$ cat src/rtl/car_park_pkg.sv
// Shared types and sizing helpers for the car park gate controller.
package car_park_pkg;

  localparam int STATE_W = 3;

  typedef enum logic [STATE_W-1:0] {
    IDLE     = 3'd0,
    WAIT_PW  = 3'd1,
    WRONG_PW = 3'd2,
    GRANTED  = 3'd3,
    STOP     = 3'd4,
    LOCKED   = 3'd5
  } gate_state_e;

  // Width needed to count wrong entries 0..max_tries.
  function automatic int tc_width(input int max_tries);
    return (max_tries < 1) ? 1 : $clog2(max_tries + 1);
  endfunction

  // Width of the shared timeout/lockout timer.
  function automatic int tmr_width(input int timeout_cycles, input int lock_cycles);
    int m;
    m = (timeout_cycles > lock_cycles) ? timeout_cycles : lock_cycles;
    return (m < 1) ? 1 : $clog2(m + 1);
  endfunction

endpackage

$ cat src/rtl/park_down_timer.sv
// Loadable down-counter shared by the password timeout and lockout paths.
// zero means the count is already 0 or becomes 0 on the next enabled
// decrement, so the caller can leave a state on exactly the Nth cycle.
module park_down_timer #(
  parameter int W = 5
) (
  input  logic         clk,
  input  logic         rst_n,
  input  logic         load,
  input  logic [W-1:0] load_val,
  input  logic         en,
  output logic         zero
);

  logic [W-1:0] cnt;

  // Load has priority; decrement saturates at 0.
  always_ff @(posedge clk or negedge rst_n) begin
    if (!rst_n)                 cnt <= '0;
    else if (load)              cnt <= load_val;
    else if (en && cnt != '0)   cnt <= cnt - 1'b1;
  end

  assign zero = (cnt <= W'(1));

endmodule

$ cat src/rtl/car_park_gate_ctrl.sv
// Password-protected single-lane car park gate controller.
// Optional feature: define PARK_COUNT_EN to add an occupancy counter, the
// exit_pulse input and a live park_full flag.
module car_park_gate_ctrl
  import car_park_pkg::*;
#(
  parameter int                   PW_WIDTH       = 4,
  parameter logic [PW_WIDTH-1:0]  PASSWORD       = 4'b0001,
  parameter int                   MAX_TRIES      = 3,
  parameter int                   TIMEOUT_CYCLES = 16,
  parameter int                   LOCK_CYCLES    = 8,
  parameter int                   CAPACITY       = 4
) (
  input  logic                            clk,
  input  logic                            rst_n,
  input  logic                            front_sensor,
  input  logic                            back_sensor,
  input  logic                            pw_valid,
  input  logic [PW_WIDTH-1:0]             pw_in,
`ifdef PARK_COUNT_EN
  input  logic                            exit_pulse,
`endif
  output logic                            gate_open,
  output logic                            green_led,
  output logic                            red_led,
  output logic                            locked,
  output logic [tc_width(MAX_TRIES)-1:0]  try_cnt,
  output logic                            park_full
);

  localparam int TCW = tc_width(MAX_TRIES);
  localparam int TW  = tmr_width(TIMEOUT_CYCLES, LOCK_CYCLES);

  gate_state_e    state, state_n;
  logic [TCW-1:0] try_n;
  logic           tmr_load, tmr_en, tmr_zero;
  logic [TW-1:0]  tmr_val;
  logic           pw_ok;
  logic           car_in;
  logic           full;

  assign pw_ok = (pw_in == PASSWORD);

  park_down_timer #(.W(TW)) u_tmr (
    .clk      (clk),
    .rst_n    (rst_n),
    .load     (tmr_load),
    .load_val (tmr_val),
    .en       (tmr_en),
    .zero     (tmr_zero)
  );

  // State and wrong-entry counter registers.
  always_ff @(posedge clk or negedge rst_n) begin
    if (!rst_n) begin
      state   <= IDLE;
      try_cnt <= '0;
    end else begin
      state   <= state_n;
      try_cnt <= try_n;
    end
  end

  // Next-state, timer control and try counter update.
  always_comb begin
    state_n  = state;
    try_n    = try_cnt;
    tmr_load = 1'b0;
    tmr_val  = TW'(TIMEOUT_CYCLES);
    tmr_en   = 1'b0;
    car_in   = 1'b0;
    case (state)
      IDLE: begin
        // pw_valid is deliberately not looked at here.
        if (front_sensor && !full) begin
          state_n  = WAIT_PW;
          try_n    = '0;
          tmr_load = 1'b1;
        end
      end
      WAIT_PW, WRONG_PW: begin
        // Priority: strobe, then car gone, then timeout.
        if (pw_valid) begin
          if (pw_ok) begin
            state_n = GRANTED;
          end else if (try_cnt >= TCW'(MAX_TRIES - 1)) begin
            state_n  = LOCKED;
            try_n    = TCW'(MAX_TRIES);
            tmr_load = 1'b1;
            tmr_val  = TW'(LOCK_CYCLES);
          end else begin
            state_n  = WRONG_PW;
            try_n    = try_cnt + 1'b1;
            tmr_load = 1'b1;
          end
        end else if (!front_sensor) begin
          state_n = IDLE;
        end else begin
          tmr_en = 1'b1;
          if (tmr_zero) state_n = IDLE;
        end
      end
      GRANTED: begin
        if (back_sensor) begin
          if (front_sensor) begin
            state_n = STOP;
          end else begin
            state_n = IDLE;
            car_in  = 1'b1;
          end
        end
      end
      STOP: begin
        // A wrong entry here is not counted against the driver.
        if (pw_valid) begin
          if (pw_ok) state_n = GRANTED;
        end else if (!front_sensor && !back_sensor) begin
          state_n = IDLE;
        end
      end
      LOCKED: begin
        tmr_en = 1'b1;
        if (tmr_zero) begin
          state_n = IDLE;
          try_n   = '0;
        end
      end
      default: state_n = IDLE;
    endcase
  end

  // Moore outputs registered from the current state, so they lag it by a cycle.
  always_ff @(posedge clk or negedge rst_n) begin
    if (!rst_n) begin
      gate_open <= 1'b0;
      green_led <= 1'b0;
      red_led   <= 1'b0;
      locked    <= 1'b0;
    end else begin
      gate_open <= 1'b0;
      green_led <= 1'b0;
      red_led   <= 1'b0;
      locked    <= 1'b0;
      case (state)
        WRONG_PW: red_led <= 1'b1;
        GRANTED: begin
          gate_open <= 1'b1;
          green_led <= 1'b1;
        end
        STOP:     red_led <= 1'b1;
        LOCKED: begin
          red_led <= 1'b1;
          locked  <= 1'b1;
        end
        default: ;
      endcase
    end
  end

`ifdef PARK_COUNT_EN
  localparam int CW = (CAPACITY < 1) ? 1 : $clog2(CAPACITY + 1);

  logic [CW-1:0] occ, occ_n;

  // Occupancy: entry on GRANTED->IDLE, exit on exit_pulse, both cancel out.
  always_comb begin
    occ_n = occ;
    if (car_in && !exit_pulse && occ != CW'(CAPACITY))
      occ_n = occ + 1'b1;
    else if (!car_in && exit_pulse && occ != '0)
      occ_n = occ - 1'b1;
  end

  // Count and full flag update together so park_full always matches occ.
  always_ff @(posedge clk or negedge rst_n) begin
    if (!rst_n) begin
      occ       <= '0;
      park_full <= 1'b0;
    end else begin
      occ       <= occ_n;
      park_full <= (occ_n == CW'(CAPACITY));
    end
  end

  assign full = park_full;
`else
  logic unused_ok;

  assign full      = 1'b0;
  assign park_full = 1'b0;
  assign unused_ok = car_in & (CAPACITY > 0);
`endif

endmodule
$ cat config.mk
export PLATFORM = sky130hd
export DESIGN_NAME = car_park_gate_ctrl
export DESIGN_NICKNAME = d
export VERILOG_FILES = /design/src/rtl/car_park_pkg.sv /design/src/rtl/park_down_timer.sv /design/src/rtl/car_park_gate_ctrl.sv
export SDC_FILE = /design/constraint.sdc
export NUM_CORES = 1
export LEC_CHECK = 0
export ABC_CLOCK_PERIOD_IN_PS = 2600
export CAP_MARGIN = 20
export CORE_MARGIN = 4
export CORE_UTILIZATION = 54
export CTS_BUF_LIST = sky130_fd_sc_hd__clkbuf_4 sky130_fd_sc_hd__clkbuf_8 sky130_fd_sc_hd__clkbuf_16
export DETAILED_ROUTE_END_ITERATION = 12
export GPL_TIMING_DRIVEN = 0
export PLACE_DENSITY = 0.83
export REMOVE_ABC_BUFFERS = 1
export SLEW_MARGIN = 20
export SYNTH_ARGS = -nofsm -noshare
export SYNTH_HDL_FRONTEND = slang
export SYNTH_SLANG_ARGS = --single-unit
export TNS_END_PERCENT = 20
$ cat constraint.sdc
create_clock -name clk -period 2.6 [get_ports clk]
set_clock_uncertainty 0.05 [all_clocks]
set_input_delay 0.39 -clock clk [delete_from_list [all_inputs] [get_ports clk]]
set_output_delay 0.39 -clock clk [all_outputs]
set_load 0.05 [all_outputs]
==> impl_metrics.ini, run 1 <==
[critical_path]
slowest_stage = dfrtp_1
crit_path_end_kind = flip-flop
crit_arrival_ns = 2.18
reg2regPathDepth = 5
critPathMaxStageDelay_ns = 0.59
startpoint_type = flip-flop
crit_fanout = 12
path_class = reg2reg
worstPathRequired_ns = 2.76
cp_cell_sequence = or3b_1 -> a21oi_1 -> o21a_1 -> mux2_2 -> nor2_1

[clocking]
cts.root.buffer_cell = clkbuf_4
clk_latency_ns = 0.28
cts_resized = 0
cts_buffers = 3
cts-htree-levels = 1
clk_pin_slew_ns = 0.09
cts_tree = built
clock_path_buffers = 2
postCtsSetupBuffers = 0
cts_hold_buf = 0
numClockSinks = 13

[min_path]
hp-class = in2async

[sta]
slew_headroom = 0.611
period_needed_ns = 2.02
maxSlewViolCount = 0
rsz0062_at_grt = no
holdWs_ns = 0.417
post-route-period-util = 0.777
hold_viol_final = 0
worst_slew_pin_slew_ns = 0.582
fmax_ghz = 0.495
finalSetupViolCount = 0
tns_ns = 0

[layout]
multi_input_area_sq_um = 494
nFillCells = 124
area_delta_synth_final_pct = 16.3
antennaDiodeCount = 0
fin_nets = 123
fin_util = 0.680
seq_area_sq_um = 325
drive_gt1_frac = 0.100
instances_no_fill = 126

[logic_synthesis]
ys_ff_latch = 13
syn_area_sq_um = 891
synthFlopType = dfrtp_1
synth_cells = 97
synth_edf_count = 0
ys_types = 39
ys_warn_count = 0
ys_async_sr_fraction = 1.00
avgSynthCellArea_sq_um = 9.18
yosysSeqAreaShare = 0.365

[drt]
routedWlPerCell_um = 14.6
drc = 0
dr_total_vias = 780
initialDrtViolationCount = 24
firstDrtPassIters = 4
final_antenna_net_count = 0
viasPerCell = 6.19
wl_um = 1830

[floorplanning]
die_h_um = 48.6
initial_core_util = 0.585
core_region_area_sq_um = 1520
io_pins = 16
floorplan.die_area_sq_um = 2360
die_w_um = 48.6
core.rowCount = 14

[placement]
dp_cells = 122
dp_hpwl_um = 1390
place_congestion = 0.843
port_buffers = 14

[grt]
grt_max_degree = 14
antenna_found_initial = 0
grt_util_all_layers = 0.168
grt_pass1_wl_um = 3220
overflow = 0
grt_pass1_vias = 691

[power]
p_leak_nw = 0.443
ir_worst_vdd_mv = 0.682
power_density_nw_per_um2 = 1180

[flow_run]
maxCapViolCount = 0

[run_status]
status = completed
## synthesized netlist by cell type, types with 2 or more instances
library cell	n	area, sq um
o41ai_1	2	17.5
a21oi_1	5	25.0
nor3_1	2	10.0
o211ai_1	4	30.0
a31oi_1	2	12.5
o21ai_0	2	10.0
nor2_1	11	41.3
o311ai_0	2	17.5
ha_1	3	37.5
buf_6	2	22.5
o21a_1	3	22.5
inv_1	6	22.5
o21bai_1	2	15.0
o22ai_1	2	12.5
nand2b_1	4	25.0
nand2b_4	2	27.5
buf_4	3	22.5
dfrtp_1	13	325
nand2_1	6	22.5
nor3b_1	2	15.0
## worst paths after layout
check                             start           end  slack, ns
max reg2reg                    state[1]  u_tmr.cnt[1]       0.58
min reg2reg                u_tmr.cnt[4]  u_tmr.cnt[4]       0.49
max in group asynchronous         rst_n  u_tmr.cnt[3]       1.69
max                            state[1]  u_tmr.cnt[1]       0.58
min in group clk           u_tmr.cnt[4]  u_tmr.cnt[4]       0.49
min                               rst_n      state[0]       0.42
## through the flow
step                area (sq um)  setup WS [ns]  power, W
floorplan                    846          0.781  0.000897
global placement            1010          0.365   0.00105
detailed placement          1010          0.349   0.00108
CTS                         1040          0.594   0.00122
global route                1040          0.400   0.00133
finish                      1040          0.579   0.00122
## sequential cells by signal, indices dropped and copies added, names as in the netlist
| signal | flops |
|---|---|
| state | 3 |
| locked | 1 |
| try_cnt | 2 |
| green_led | 1 |
| red_led | 1 |
| u_tmr.cnt | 5 |
## power by group
group	leakage, nW	switching, W	internal (W)
combinational	0.255	0.000374	0.000298
clock	0.0184	0.0000726	0.0000699
sequential	0.169	0.000125	0.000281
total	0.443	0.000572	0.000649
## critical path, delay by kind of cell (launching register included)
family,cells,cell delay (ns)
AO/OA/AOI/OAI,2,0.46
AND/OR/NAND/NOR,2,0.49
multiplexers,1,0.35
flip-flops,1,0.59
## cells in the final DEF, fill, tap and decap left out, types with 2 or more instances in the layout
master,count
nor2_1,11
inv_1,6
o311ai_0,2
o41ai_1,2
o21ai_0,2
a31oi_1,2
o211ai_1,4
nor3_1,2
o22ai_1,2
clkbuf_4,4
o21bai_1,2
nor3b_1,2
nand2b_4,2
nand2_1,6
o21a_1,3
nand2b_1,4
dfrtp_1,13
clkdlybuf4s50_1,14
a21oi_1,5
ha_1,3
## metal layers
metal	up-vias	global-route usage	routed length (um)
met5	-	0	0
met4	0	0.0673	30
met3	4	0.0276	79
met2	26	0.243	844
li1	381	-	-
met1	369	0.247	879
## final cells by class
cell class                      instances  area share
Multi-Input combinational cell         72       0.477
Timing Repair Buffer                   14       0.135
Inverter                                7      0.0254
Tap cell                               16      0.0193
Clock buffer                            4      0.0290
Sequential cell                        13       0.314
## logic make-up after synthesis
family | synth area share
fa+ha+maj | 0.0421
buf+inv | 0.0800
flops | 0.365
simple gates | 0.194
other cells | 0.00421
compound gates | 0.282
xor+xnor | 0.0197
mux | 0.0126
Note: power is estimated with default switching activity, not from simulation.
==> run 2, diff against run 1 <==
Settings changed: ABC_CLOCK_PERIOD_IN_PS 2600 to 1900, CORE_UTILIZATION 54 to 51, PLACE_DENSITY 0.83 to 0.79.
Clock period 2.6 ns to 1.9 ns, I/O delays scaled along.
==> run 2 against run 1 <==
  * Critical path type unchanged
  * Cell area is 4.6% higher
  * Worst hold slack worse by 0.11 ns
  * Via count is 2.9% higher
==> impl_metrics.ini, run 2 (synthesized netlist as in run 1, its figures left out) <==
[run_status]
status = completed

[clocking]
cts_tree = built
clk_pin_slew_ns = 0.09
cts.root.buffer_cell = clkbuf_4
cts-htree-levels = 1
clock_path_buffers = 2
numClockSinks = 13
clk_latency_ns = 0.28
cts_buffers = 3

[placement]
place_congestion = 0.868
port_buffers = 14
dp_hpwl_um = 1330
place_ws_ns = -0.243

[critical_path]
startpoint_type = flip-flop
path_class = reg2reg
crit_fanout = 13
crit_path_end_kind = flip-flop
worstPathRequired_ns = 2.06
crit_arrival_ns = 1.99

[power]
p_leak_nw = 0.471
intPower_w = 0.000924
pwr-share-comb = 0.555
p_switching_w = 0.000800
p_total_w = 0.00172
clkPwrFrac = 0.112
p_seq_frac = 0.333
power.share.switching = 0.464
ir_worst_vdd_mv = 0.881
power_density_nw_per_um2 = 1590

[sta]
period_needed_ns = 1.83
setup_slack_ns = 0.0746
rsz0062_at_grt = no
slew_headroom = 0.620
maxSlewViolCount = 0
worst_slew_pin_slew_ns = 0.567
post-route-period-util = 0.961
fmax_ghz = 0.548
finalSetupViolCount = 0
hold_viol_final = 0

[layout]
final_common_cell = clkdlybuf4s50_1
nFillCells = 120
area_delta_synth_final_pct = 21.6
drive_gt1_frac = 0.179
seq_area_sq_um = 329
multi_input_area_sq_um = 520
reg.largest.list = u_tmr.cnt: 5 flops, state: 3 flops, try_cnt: 2 flops
fin_nets = 125
max_flop_register = u_tmr.cnt
layout.cells.most_common_list = clkdlybuf4s50_1, nor2_1, dfrtp_1
antennaDiodeCount = 0
largest_reg_flops = 5

[drt]
routedWlPerCell_um = 14.6
final_antenna_net_count = 0
dr_total_vias = 803
initialDrtViolationCount = 19
viasPerCell = 6.27
drc = 0
wl_um = 1870
firstDrtPassIters = 4

[min_path]
hp-class = in2async

[floorplanning]
io_pins = 16
initial_core_util = 0.565
die_h_um = 49.8
core.rowCount = 14
core_region_area_sq_um = 1580
die_w_um = 49.8
floorplan.die_area_sq_um = 2480

[flow_run]
maxCapViolCount = 0

[grt]
overflow = 0
grt_pass1_vias = 748
grt_max_degree = 14
grt_pass1_wl_um = 3330
antenna_found_initial = 0
grt_util_all_layers = 0.173
-- run 2: worst max-delay path, cell delays in order, from the launching register on --
cell and delay [ns]:
dfrtp_2 0.52, or3b_4 0.43, a21oi_4 0.14, o21a_1 0.19, mux2_2 0.34, nor2_1 0.08
-- run 2: path summary, 6_finish.rpt --
kind | depth (start not counted) | to | slack, ns | start
max | 5 | u_tmr.cnt[1] | 0.07 | state[0]
min | 1 | green_led | 0.31 | rst_n
max reg2reg | 5 | u_tmr.cnt[1] | 0.07 | state[0]
min reg2reg | 2 | try_cnt[1] | 0.51 | try_cnt[0]
max in group asynchronous | 1 | state[2] | 1.08 | rst_n
min in group clk | 2 | try_cnt[1] | 0.51 | try_cnt[0]
-- run 2: cell type report --
| type | count | share of cell area |
|---|---|---|
| clock buffers | 4 | 0.0277 |
| multi-input cells | 72 | 0.480 |
| inverters | 7 | 0.0242 |
| flip-flops and latches | 13 | 0.304 |
| repair buffers | 16 | 0.145 |
| well taps | 16 | 0.0185 |
-- run 2: through the flow --
step           hold WS (ns)   util  instance area (sq um)  setup TNS (ns)  cells
6_report              0.308  0.687                   1080               0    128
5_1_grt               0.377  0.687                   1080               0    128
4_1_cts               0.351  0.669                   1050               0    128
3_5_place_dp          0.446  0.638                   1010          -0.705    122
3_3_place_gp          0.442  0.638                   1010          -0.705    122
2_1_floorplan       -0.0606      -                    846               0     92
-- run 2: metal layers --
| layer | GRT usage | share of wire | vias to the layer above |
|---|---|---|---|
| met2 | 0.271 | 0.47 | 30 |
| li1 | - | - | 389 |
| met4 | 0.0599 | 0.011 | 0 |
| met1 | 0.234 | 0.46 | 380 |
| met5 | 0 | 0 | - |
| met3 | 0.0392 | 0.055 | 4 |
-- run 2: power groups by stage --
| stage | logic, W | registers [W] | clock network, W |
|---|---|---|---|
| after floorplan | 0.000582 | 0.000645 | 0 |
| after global placement | 0.000893 | 0.000554 | 0 |
| after detailed placement | 0.000902 | 0.000557 | 0 |
| after CTS | 0.000926 | 0.000559 | 0.000196 |
| after global routing | 0.00105 | 0.000594 | 0.000217 |
| final | 0.000957 | 0.000574 | 0.000193 |
-- run 2: repair_timing --
| action | CTS | global route |
|---|---|---|
| setup buffers | 2 | 0 |
| pin swaps | 0 | 2 |
| hold buffers | 0 | 0 |
| gates resized for setup | 3 | 6 |
| setup endpoints to repair | 1 | 7 |
